### src/rtl/pad_reader_pkg.sv
// rtl/pad_reader_pkg.sv - shared constants and FSM encoding for the game pad reader
package pad_reader_pkg;

    localparam int PAD_BITS = 9;

    localparam int BTN_UP    = 0;
    localparam int BTN_DOWN  = 1;
    localparam int BTN_LEFT  = 2;
    localparam int BTN_RIGHT = 3;
    localparam int BTN_JUMP  = 4;
    localparam int BTN_PUNCH = 5;
    localparam int BTN_KICK  = 6;
    localparam int BTN_BLOCK = 7;
    localparam int BTN_START = 8;

    typedef enum logic [2:0] {
        IDLE   = 3'd0,
        LATCH  = 3'd1,
        SETTLE = 3'd2,
        CLK_HI = 3'd3,
        CLK_LO = 3'd4,
        DONE   = 3'd5
    } pad_state_t;

endpackage

### src/rtl/pad_sync.sv
// rtl/pad_sync.sv - two-flop synchronizer for an asynchronous pad data line
module pad_sync #(
    parameter logic RESET_VAL = 1'b1
) (
    input  logic clock,
    input  logic reset,
    input  logic d,
    output logic q
);

    logic meta;

    always_ff @(posedge clock or posedge reset) begin
        if (reset) begin
            meta <= RESET_VAL;
            q    <= RESET_VAL;
        end else begin
            meta <= d;
            q    <= meta;
        end
    end

endmodule

### src/rtl/pad_reader.sv
// rtl/pad_reader.sv - polls two serial game pads and presents registered button states
module pad_reader
    import pad_reader_pkg::*;
#(
    parameter int HALF_CYC = 324,
    parameter int POLL_CYC = 1080000,
    parameter int BITS     = PAD_BITS
) (
    input  logic              clock,
    input  logic              reset,
    input  logic              pad1_data,
    input  logic              pad2_data,
    output logic              pad_latch,
    output logic              pad_clk,
    output logic [2*BITS-1:0] controls,
    output logic              controls_valid,
    output logic              start1_pressed,
    output logic              start2_pressed
);

    localparam int CW = $clog2((POLL_CYC > 2*HALF_CYC) ? POLL_CYC : 2*HALF_CYC);
    localparam int IW = $clog2(BITS);
    localparam logic [CW-1:0] POLL_LAST  = CW'(POLL_CYC - 1);
    localparam logic [CW-1:0] HALF_LAST  = CW'(HALF_CYC - 1);
    localparam logic [CW-1:0] LATCH_LAST = CW'(2*HALF_CYC - 1);
    localparam logic [IW-1:0] IDX_LAST   = IW'(BITS - 2);

    pad_state_t        state;
    logic [CW-1:0]     poll_cnt;
    logic [CW-1:0]     phase_cnt;
    logic [IW-1:0]     idx;
    logic [IW-1:0]     idx_next;
    logic [BITS-1:0]   sr1;
    logic [BITS-1:0]   sr2;
    logic [1:0]        prev_start;
    logic              sync1;
    logic              sync2;

    // Released pads read as 1, so the synchronizers come out of reset released.
    pad_sync #(.RESET_VAL(1'b1)) u_sync1 (
        .clock (clock),
        .reset (reset),
        .d     (pad1_data),
        .q     (sync1)
    );

    pad_sync #(.RESET_VAL(1'b1)) u_sync2 (
        .clock (clock),
        .reset (reset),
        .d     (pad2_data),
        .q     (sync2)
    );

    assign idx_next = idx + IW'(1);

    always_ff @(posedge clock or posedge reset) begin
        if (reset) begin
            state          <= IDLE;
            poll_cnt       <= '0;
            phase_cnt      <= '0;
            idx            <= '0;
            sr1            <= '0;
            sr2            <= '0;
            prev_start     <= '0;
            pad_latch      <= 1'b0;
            pad_clk        <= 1'b0;
            controls       <= '0;
            controls_valid <= 1'b0;
            start1_pressed <= 1'b0;
            start2_pressed <= 1'b0;
        end else begin
            controls_valid <= 1'b0;
            start1_pressed <= 1'b0;
            start2_pressed <= 1'b0;
            case (state)
                IDLE: begin
                    if (poll_cnt == POLL_LAST) begin
                        poll_cnt  <= '0;
                        idx       <= '0;
                        phase_cnt <= '0;
                        pad_latch <= 1'b1;
                        state     <= LATCH;
                    end else begin
                        poll_cnt <= poll_cnt + CW'(1);
                    end
                end
                LATCH: begin
                    if (phase_cnt == LATCH_LAST) begin
                        phase_cnt <= '0;
                        pad_latch <= 1'b0;
                        state     <= SETTLE;
                    end else begin
                        phase_cnt <= phase_cnt + CW'(1);
                    end
                end
                SETTLE: begin
                    if (phase_cnt == HALF_LAST) begin
                        phase_cnt <= '0;
                        sr1[0]    <= sync1;
                        sr2[0]    <= sync2;
                        pad_clk   <= 1'b1;
                        state     <= CLK_HI;
                    end else begin
                        phase_cnt <= phase_cnt + CW'(1);
                    end
                end
                CLK_HI: begin
                    if (phase_cnt == HALF_LAST) begin
                        phase_cnt <= '0;
                        pad_clk   <= 1'b0;
                        state     <= CLK_LO;
                    end else begin
                        phase_cnt <= phase_cnt + CW'(1);
                    end
                end
                CLK_LO: begin
                    if (phase_cnt == HALF_LAST) begin
                        phase_cnt     <= '0;
                        sr1[idx_next] <= sync1;
                        sr2[idx_next] <= sync2;
                        idx           <= idx_next;
                        if (idx == IDX_LAST) begin
                            state <= DONE;
                        end else begin
                            pad_clk <= 1'b1;
                            state   <= CLK_HI;
                        end
                    end else begin
                        phase_cnt <= phase_cnt + CW'(1);
                    end
                end
                DONE: begin
                    // Data lines are active-low; invert once here so controls reads 1 = pressed.
                    controls       <= ~{sr2, sr1};
                    controls_valid <= 1'b1;
                    start1_pressed <= ~sr1[BITS-1] & ~prev_start[0];
                    start2_pressed <= ~sr2[BITS-1] & ~prev_start[1];
                    prev_start     <= {~sr2[BITS-1], ~sr1[BITS-1]};
                    state          <= IDLE;
                end
                default: begin
                    state <= IDLE;
                end
            endcase
        end
    end

endmodule

### config.mk
export PLATFORM = sky130hd
export DESIGN_NAME = pad_reader
export DESIGN_NICKNAME = d
export VERILOG_FILES = /design/src/rtl/pad_reader_pkg.sv /design/src/rtl/pad_sync.sv /design/src/rtl/pad_reader.sv
export SDC_FILE = /design/constraint.sdc
export NUM_CORES = 1
export LEC_CHECK = 0
export BUFFER_PORTS_ARGS = -buffer_cell sky130_fd_sc_hd__buf_2
export CORE_UTILIZATION = 60
export CTS_CLUSTER_DIAMETER = 60
export DETAILED_ROUTE_END_ITERATION = 6
export GPL_ROUTABILITY_DRIVEN = 0
export PLACE_DENSITY = 0.85
export SYNTH_ARGS = -nofsm -noshare
export SYNTH_HDL_FRONTEND = slang
export SYNTH_SLANG_ARGS = --single-unit
### constraint.sdc
create_clock -name clock -period 5.5 [get_ports clock]
set_input_delay 0.55 -clock clock [delete_from_list [all_inputs] [get_ports clock]]
set_output_delay 0.55 -clock clock [all_outputs]
set_load 0.1 [all_outputs]
==> results of run 1 <==
## layer usage
metal  share of wire (%)  wire length (um)  vias up  global-route usage [%]
li1                    -                 -     1526                       -
met1                  43              3620     1590                    29.8
met2                  51              4300       95                    42.1
met3                 4.5               377       15                    5.50
met4                 1.8               150        0                    11.6
met5                   0                 0        -                       0
## registers in the layout (all words and copies together), names as in the netlist
register and flops:
sr1 9, controls 18, u_sync1.q 1, phase_cnt 21, u_sync2.q 1, start2_pressed 1
pad_latch 1, sr2 9, u_sync2.meta 1, state 3, u_sync1.meta 1, pad_clk 1
idx 4, start1_pressed 1, poll_cnt 21, controls_valid 1
## power breakdown
group / internal, W / switching (W) / leakage, nW
Combinational: 0.00000142 / 0.0000129 / 0.882
Clock: 0.000211 / 0.000246 / 0.0956
Sequential: 0.000693 / 0.00000205 / 1.29
## cell usage in the layout, fill, tap and decap left out, types with 2 or more instances in the layout
master,netlist,layout
a21o_1,2,2
a21oi_1,8,8
a22o_1,2,2
a31oi_1,2,2
and2_1,2,2
and3_1,9,9
and4_1,8,8
buf_2,1,26
buf_4,0,2
clkbuf_8,0,9
clkinv_2,0,3
clkinvlp_4,0,2
dfrtp_1,90,90
dfstp_2,4,4
ha_1,7,7
inv_1,8,7
mux2_1,16,16
mux2_4,2,2
mux2i_1,3,3
nand2_1,53,53
nand2b_1,4,4
nand3_1,14,14
nand3b_1,3,3
nand4_1,17,17
nor2_1,31,31
nor3_1,11,11
nor3_2,3,3
nor4_1,4,4
nor4b_1,3,3
o21ai_0,40,40
o221ai_1,2,2
o22ai_1,2,2
o31ai_1,2,2
or2_2,3,3
or3_1,3,3
xnor2_1,18,18
xor2_1,14,14
## synth_stat cells (7+ instances only)
cell type  instances  area [um^2]
dfrtp_1           90         2250
nand2_1           53          199
o21ai_0           40          200
nor2_1            31          116
xnor2_1           18          158
nand4_1           17          106
mux2_1            16          180
nand3_1           14         70.1
xor2_1            14          123
clkbuf_1          12         45.0
nor3_1            11         55.1
and3_1             9         56.3
a21oi_1            8         40.0
and4_1             8         70.1
inv_1              8         30.0
ha_1               7         87.6
## worst max path at each step
stage               cells past startpoint  slack [ns]                      from                  endpoint
floorplan                               1        2.51                     reset   controls[0]$_DFFE_PP0P_
global placement                        7        3.01  phase_cnt[0]$_DFFE_PP0P_  phase_cnt[5]$_DFFE_PP0P_
detailed placement                      7        2.81  phase_cnt[0]$_DFFE_PP0P_  phase_cnt[3]$_DFFE_PP0P_
CTS                                     7        2.79  phase_cnt[0]$_DFFE_PP0P_  phase_cnt[3]$_DFFE_PP0P_
global route                            7        2.50  phase_cnt[1]$_DFFE_PP0P_  phase_cnt[3]$_DFFE_PP0P_
finish                                  7        2.72  phase_cnt[1]$_DFFE_PP0P_  phase_cnt[3]$_DFFE_PP0P_
## per-stage QoR
step / hold slack (ns) / util [%] / power, W
finish: 0.250 / 69.1 / 0.00117
global route: 0.252 / 69.1 / 0.00121
CTS: 0.266 / 69.1 / 0.00117
detailed placement: 0.350 / 66.3 / 0.000724
global placement: 0.346 / 66.3 / 0.000724
floorplan: 0.345 / - / 0.000718
## cell families (layout without fill, tap and decap cells)
logic type | count (synthesis) | in the layout
fa+ha+maj | 7 | 7
flops | 94 | 94
buf+inv | 21 | 52
simple gates | 178 | 178
compound gates | 63 | 63
mux | 22 | 22
xor+xnor | 32 | 32
## area by class of cell
cell class / count / area (um^2) / share of cell area (%)
flip-flops and latches: 94 / 2360 / 49.1
multi-input cells: 302 / 1950 / 40.6
repair buffers: 28 / 145 / 3.03
clock buffers: 9 / 124 / 2.58
well taps: 96 / 120 / 2.50
clock inverters: 7 / 72.6 / 1.51
inverters: 8 / 31.3 / 0.652
==> impl_metrics.json, run 1 <==
{
  "status": "complete, no violations",
  "synth_cells": 417,
  "fin_nets": 454,
  "crit_fanout": 11,
  "holdBufCountCts": 0,
  "max-cap-violations": 0,
  "fin_setup_tns_ns": 0,
  "ios": 27,
  "crit_buf_inv": 0,
  "r2r_start": "phase_cnt[1]$_DFFE_PP0P_",
  "rr_worst_depth": 7,
  "p_leak_nw": 2.26,
  "drtIter0Drc": 217,
  "grt_pass1_vias": 3098,
  "syn_area_per_cell_um2": 10.5,
  "worstSetupEndpointType": "flip-flop",
  "cts-root-buf": "clkbuf_8",
  "clkTransAtPathRegs_ns": 0.09,
  "port_buffers": 26,
  "final_area_mm2": 0.00480,
  "regToRegEndpoint": "phase_cnt[3]$_DFFE_PP0P_",
  "drcViolationCount": 0,
  "synth_xor_area_share_pct": 6.39,
  "areaGrowthSynthToFinish_pct": 9.42,
  "grt_max_degree": 54,
  "synth_warnings": 0,
  "slew_viol_final": 0,
  "synth_top_family_by_area": "simple AND/OR/NAND/NOR gates",
  "fin_cells": 544,
  "synth-edff-count": 0,
  "core.rowCount": 30,
  "critPathKind": "flip-flop to flip-flop",
  "cts_tree": "done",
  "n_antenna_cell": 0,
  "synth_compound_area_share_pct": 8.02,
  "hold_viol": 0,
  "clkLatencyLatePin_ns": 0.36,
  "worst_slack_ns": 2.72,
  "clockBufferDepth": 2,
  "hpwl_um": 5810,
  "grt_overflow_total": 0,
  "h-tree-depth": 3,
  "num_vias": 3226,
  "antenna_found_initial": 0,
  "synth.cell_area_mm2": 0.00438,
  "initial_core_util_pct": 63.1,
  "min_period_ns": 2.78,
  "coreArea_mm2": 0.00694,
  "cts_buffers": 9,
  "synth_fp_nets": 428,
  "async_flop_share_pct": 100,
  "required_ns": 5.71,
  "synthSimpleGateAreaFrac_pct": 22.3,
  "synth_adder_area_share_pct": 2.00,
  "wl_per_cell_um": 15.5,
  "clock-sinks": 94,
  "placed_area_mm2": 0.00460,
  "relSlewSlack_pct": 29.0,
  "tightest_slew_ns": 1.07,
  "crit_family": "simple AND/OR/NAND/NOR gates",
  "synth_top_flop_cell": "dfrtp_1",
  "die_h_um": 87.5,
  "via_per_inst": 5.93,
  "synth_cell_types": 48,
  "max_stage_delay_ns": 0.71,
  "critPathLaunchType": "flip-flop",
  "post-route-period-util_pct": 50.5,
  "fmax_mhz": 360,
  "postCtsSetupBuffers": 0,
  "synthMuxAreaShare_pct": 5.74,
  "arrival_ns": 2.99,
  "setup_violations": 0,
  "rsz0062_at_grt": "false",
  "peakVddDrop_uv": 133,
  "die_area_mm2": 0.00765,
  "grt_pass1_wl_um": 14300,
  "pre_cts_slack_ns": 2.81,
  "ctsResizeCount": 0,
  "ys_ff_latch": 94,
  "path_cells": "ha_1 -> nor4b_1 -> nand4_1 -> nor3_2 -> nand2_1 -> o221ai_1 -> nor2_1",
  "ant_nets": 0,
  "dp_cells": 528,
  "fill_cells": 510,
  "r2r_slack_ns": 2.72,
  "drive_gt1_share_pct": 14.5,
  "slowest_stage": "o221ai_1",
  "hold_class": "primary input to asynchronous set/reset pin",
  "grt_usage_pct": 24.7,
  "p_per_area_mw_per_mm2": 243,
  "synth-seq-area-share_pct": 53.8,
  "fp.dieW_um": 87.5,
  "clock_skew_ns": 0.00844,
  "wirelength_um": 8450,
  "firstDrtPassIters": 4
}
(Power assumes the default switching activity.)
==> run 2, diff against run 1 <==
==> constraint.sdc (replaced) <==
create_clock -name clock -period 2.9 [get_ports clock]
set_input_delay 0.29 -clock clock [delete_from_list [all_inputs] [get_ports clock]]
set_output_delay 0.29 -clock clock [all_outputs]
set_load 0.1 [all_outputs]
==> impl_metrics.json, run 2 (synthesized netlist as in run 1, its figures left out) <==
{
  "cts-root-buf": "clkbuf_8",
  "slowest_stage": "dfrtp_1",
  "status": "complete, no violations",
  "drcViolationCount": 0,
  "core.rowCount": 30,
  "grt_usage_pct": 24.7,
  "highest_layer": "met4",
  "antenna_found_initial": 0,
  "crit_fanout": 6,
  "clkTransAtPathRegs_ns": 0.09,
  "die_area_mm2": 0.00765,
  "num_vias": 3207,
  "hold_viol": 0,
  "initial_core_util_pct": 63.1,
  "fin_nets": 457,
  "rr_worst_depth": 7,
  "tightest_slew_ns": 0.920,
  "die_h_um": 87.5,
  "worstSetupEndpointType": "flip-flop",
  "grt_pass1_wl_um": 14600,
  "fin_hold_ws_ns": 0.00933,
  "drtIter0Drc": 142,
  "path_cells": "ha_1 -> nor4b_1 -> nand4_1 -> nand3b_1 -> nor3b_2 -> nand2_1 -> mux2_1",
  "fmax_mhz": 408,
  "grt_overflow_total": 0,
  "fin_setup_tns_ns": 0,
  "wl_met1_um": 3740,
  "drive_gt1_share_pct": 14.9,
  "cts_tree": "done",
  "rsz0062_at_grt": "false",
  "critPathKind": "flip-flop to flip-flop",
  "reg_top3": "phase_cnt: 21 flops, poll_cnt: 21 flops, controls: 18 flops",
  "hpwl_um": 5840,
  "clock_skew_ns": 0.00815,
  "holdBufCountCts": 0,
  "n_antenna_cell": 0,
  "fp.dieW_um": 87.5,
  "max-cap-violations": 0,
  "post-route-period-util_pct": 84.5,
  "wl_per_cell_um": 15.5,
  "h-tree-depth": 3,
  "via_per_inst": 5.86,
  "clkLatencyLatePin_ns": 0.37,
  "port_buffers": 26,
  "clockBufferDepth": 2,
  "critPathLaunchType": "flip-flop",
  "grt_pass1_vias": 3063,
  "clock-sinks": 94,
  "firstDrtPassIters": 4,
  "grt_max_degree": 55,
  "max_stage_delay_ns": 0.40,
  "arrival_ns": 2.70,
  "layout_commonest_cell": "dfrtp_1",
  "p_leak_nw": 2.27,
  "postCtsSetupBuffers": 0,
  "cts_buffers": 9,
  "wl_met2_um": 4330,
  "ant_nets": 0,
  "ctsResizeCount": 0,
  "min_period_ns": 2.45,
  "relSlewSlack_pct": 38.6,
  "required_ns": 3.15,
  "placed_area_mm2": 0.00464,
  "coreArea_mm2": 0.00694,
  "wirelength_um": 8470,
  "peakVddDrop_uv": 245,
  "dr_wl_met3_um": 279,
  "slew_viol_final": 0,
  "hold_class": "primary input to flip-flop",
  "areaGrowthSynthToFinish_pct": 9.90,
  "ios": 27,
  "p_per_area_mw_per_mm2": 450,
  "setup_violations": 0,
  "most-common-layout-cells": "dfrtp_1, nand2_1, o21ai_0",
  "holdPathStages": 1,
  "final_area_mm2": 0.00482
}
run 2: power breakdown:
group | total (W) | switching [W] | internal [W] | leakage (nW)
Combinational | 0.0000297 | 0.0000251 | 0.00000463 | 0.901
Clock | 0.000818 | 0.000490 | 0.000328 | 0.0869
Sequential | 0.00132 | 0.00000386 | 0.00131 | 1.29
Total | 0.00217 | 0.000519 | 0.00165 | 2.27
run 2: cell type report:
type | instances | area, um^2
Clock inverter | 6 | 55.1
Multi-Input combinational cell | 302 | 1950
Timing Repair Buffer | 31 | 180
Inverter | 8 | 31.3
Tap cell | 96 | 120
Sequential cell | 94 | 2360
Clock buffer | 10 | 128
Fill cell | 484 | 2130
run 2: worst paths after layout:
check | start | endpoint | slack, ns
worst min register to register | u_sync1.meta$_DFF_PP1_ | u_sync1.q$_DFF_PP1_ | 0.36
worst max register to register | phase_cnt[0]$_DFFE_PP0P_ | sr1[5]$_DFFE_PP0P_ | 0.45
worst max-delay path | phase_cnt[0]$_DFFE_PP0P_ | sr1[5]$_DFFE_PP0P_ | 0.45
min in group asynchronous | reset | controls[10]$_DFFE_PP0P_ | 0.08
worst min-delay path | pad1_data | u_sync1.meta$_DFF_PP1_ | 0.009
max in group asynchronous | reset | poll_cnt[7]$_DFFE_PP0P_ | 2.11
run 2: critical path, delay by kind of cell, from the launching register on:
kind	cells	cell delay, ns
AND/OR/NAND/NOR	5	1.33
flip-flops	1	0.40
multiplexers	1	0.34
adder cells (fa/ha/maj)	1	0.27
run 2: metal layers:
layer	vias to the layer above	track usage [%]
li1	1538	-
met1	1592	32.0
met2	65	42.5
met3	12	3.89
met4	0	7.75
met5	-	0
run 2: stage by stage:
step	util, %	worst slack, ns	total power [W]	cells
2_1_floorplan	-	0.168	0.00136	417
3_3_place_gp	66.8	0.628	0.00137	531
3_5_place_dp	66.8	0.515	0.00138	531
4_1_cts	69.4	0.469	0.00218	547
5_1_grt	69.4	0.180	0.00224	547
6_report	69.4	0.451	0.00217	547
==> run 3, diff against run 2 <==
--- a/config.mk
+++ b/config.mk
@@ -6,11 +6,11 @@
 export NUM_CORES = 1
 export LEC_CHECK = 0
 export BUFFER_PORTS_ARGS = -buffer_cell sky130_fd_sc_hd__buf_2
-export CORE_UTILIZATION = 60
+export CORE_UTILIZATION = 54
 export CTS_CLUSTER_DIAMETER = 60
 export DETAILED_ROUTE_END_ITERATION = 6
 export GPL_ROUTABILITY_DRIVEN = 0
-export PLACE_DENSITY = 0.85
+export PLACE_DENSITY = 0.81
 export SYNTH_ARGS = -nofsm -noshare
 export SYNTH_HDL_FRONTEND = slang
 export SYNTH_SLANG_ARGS = --single-unit
==> constraint.sdc (replaced) <==
create_clock -name clock -period 2.1 [get_ports clock]
set_input_delay 0.21 -clock clock [delete_from_list [all_inputs] [get_ports clock]]
set_output_delay 0.21 -clock clock [all_outputs]
set_load 0.1 [all_outputs]
==> impl_metrics.json, run 3 (synthesized netlist as in run 1, its figures left out) <==
{
  "drcViolationCount": 0,
  "clkTransAtPathRegs_ns": 0.10,
  "hold_viol": 0,
  "required_ns": 2.35,
  "areaGrowthSynthToFinish_pct": 19.1,
  "reg_top3": "phase_cnt: 21 flops, poll_cnt: 21 flops, controls: 18 flops",
  "firstDrtPassIters": 4,
  "relSlewSlack_pct": 61.5,
  "slew_viol_final": 0,
  "clock_skew_ns": 0.0115,
  "fin_setup_tns_ns": -0.250,
  "layout_commonest_cell": "dfrtp_1",
  "grt_overflow_total": 0,
  "core.rowCount": 32,
  "final_area_mm2": 0.00522,
  "coreArea_mm2": 0.00781,
  "p_per_area_mw_per_mm2": 593,
  "cts_buffers": 9,
  "crit_start": "phase_cnt[11]$_DFFE_PP0P_",
  "r2r_start": "phase_cnt[11]$_DFFE_PP0P_",
  "port_buffers": 26,
  "crit_fanout": 6,
  "die_area_mm2": 0.00848,
  "clockBufferDepth": 2,
  "worst_slack_ns": -0.0481,
  "fp.dieW_um": 92.1,
  "arrival_ns": 2.40,
  "most-common-layout-cells": "dfrtp_1, nand2_1, o21ai_0",
  "max-cap-violations": 0,
  "hpwl_um": 6420,
  "n_antenna_cell": 0,
  "placed_area_mm2": 0.00489,
  "via_per_inst": 5.74,
  "tightest_slew_ns": 0.577,
  "fin_nets": 495,
  "critPathKind": "flip-flop to flip-flop",
  "worstSetupEndpointType": "flip-flop",
  "initial_core_util_pct": 56.2,
  "fill_cells": 580,
  "ios": 27,
  "num_vias": 3392,
  "grt_pass1_vias": 3355,
  "rsz0062_at_grt": "true",
  "hold_class": "flip-flop to flip-flop",
  "post-route-period-util_pct": 102,
  "die_h_um": 92.1,
  "grt_usage_pct": 23.3,
  "drtIter0Drc": 179,
  "p_leak_nw": 2.51,
  "grt_max_degree": 95,
  "clkLatencyLatePin_ns": 0.37,
  "final_util_pct": 66.9,
  "ant_nets": 0,
  "h-tree-depth": 3,
  "fin_hold_ws_ns": 0.348,
  "clock-sinks": 94,
  "holdCritStartpoint": "u_sync1.meta$_DFF_PP1_",
  "setup_violations": 8,
  "violations": "setup timing",
  "wirelength_um": 9260,
  "fmax_mhz": 466,
  "antenna_found_initial": 0,
  "wl_per_cell_um": 15.7,
  "cts_tree": "done",
  "critPathLaunchType": "flip-flop",
  "status": "finished with violations",
  "min_period_ns": 2.15,
  "grt_pass1_wl_um": 15500,
  "cts-root-buf": "clkbuf_8",
  "drive_gt1_share_pct": 24.5,
  "peakVddDrop_uv": 292
}
## run 3: cell types whose count changed in the layout (fill, tap and decap cells not counted), sizes merged
cell and change:
buf +35, clkinvlp -1, clkbuf +1, bufinv +1
inv -1, dlygate4sd3 +3
## run 3: repair_timing
action,CTS,global route
resized for setup,0,20
setup buffers,2,1
pin swaps,2,8
hold buffers,3,0
setup endpoints to repair,15,31
endpoints found under the hold margin,30,0
## run 3: metrics by stage
stage,total power [W],std cells,setup slack (ns)
final,0.00309,591,-0.0481
after global routing,0.00320,591,-0.0829
after CTS,0.00312,590,-0.0369
after detailed placement,0.00190,569,-0.0604
after global placement,0.00190,569,0.00608
after floorplan,0.00188,417,-0.0244
## run 3: power by group
part	switching (W)	total, W	leakage [nW]	internal [W]
Combinational	0.0000347	0.0000451	1.12	0.0000104
Sequential	0.00000627	0.00182	1.29	0.00182
Clock	0.000639	0.00123	0.104	0.000588
Total	0.000680	0.00309	2.51	0.00241
## run 3: path summary, 6_finish.rpt
check / to / slack (ns) / cells past startpoint
worst max-delay path: sr1[1]$_DFFE_PP0P_ / -0.05 / 6
worst min-delay path: u_sync1.q$_DFF_PP1_ / 0.35 / 0
worst max register to register: sr1[1]$_DFFE_PP0P_ / -0.05 / 6
worst min register to register: u_sync1.q$_DFF_PP1_ / 0.35 / 0
max in group asynchronous: phase_cnt[16]$_DFFE_PP0P_ / 1.21 / 4
min in group asynchronous: idx[3]$_DFFE_PP0P_ / 0.50 / 4
## run 3: area by class of cell
type / instances / area, um^2 / area share (%)
clock inverter: 5 / 57.6 / 1.10
timing repair buffer: 69 / 477 / 9.13
multi-input combinational: 302 / 2030 / 38.8
clock buffer: 11 / 141 / 2.71
inverter: 8 / 33.8 / 0.647
tap: 102 / 128 / 2.44
sequential: 94 / 2360 / 45.1
## run 3: critical path, stage by stage, from the launching register on
cell and delay [ns]:
dfrtp_1 0.41, or4_4 0.57, nor4_4 0.20, nand4_4 0.16, nor2_4 0.18, nand4_1 0.18
mux2_1 0.35
## run 3: routing by layer
layer	share of wire, %	track usage [%]	vias to the layer above
met3	3.6	5.06	21
met2	51	39.2	84
li1	-	-	1611
met1	43	29.6	1676
met5	0	0	-
met4	2.6	8.33	0
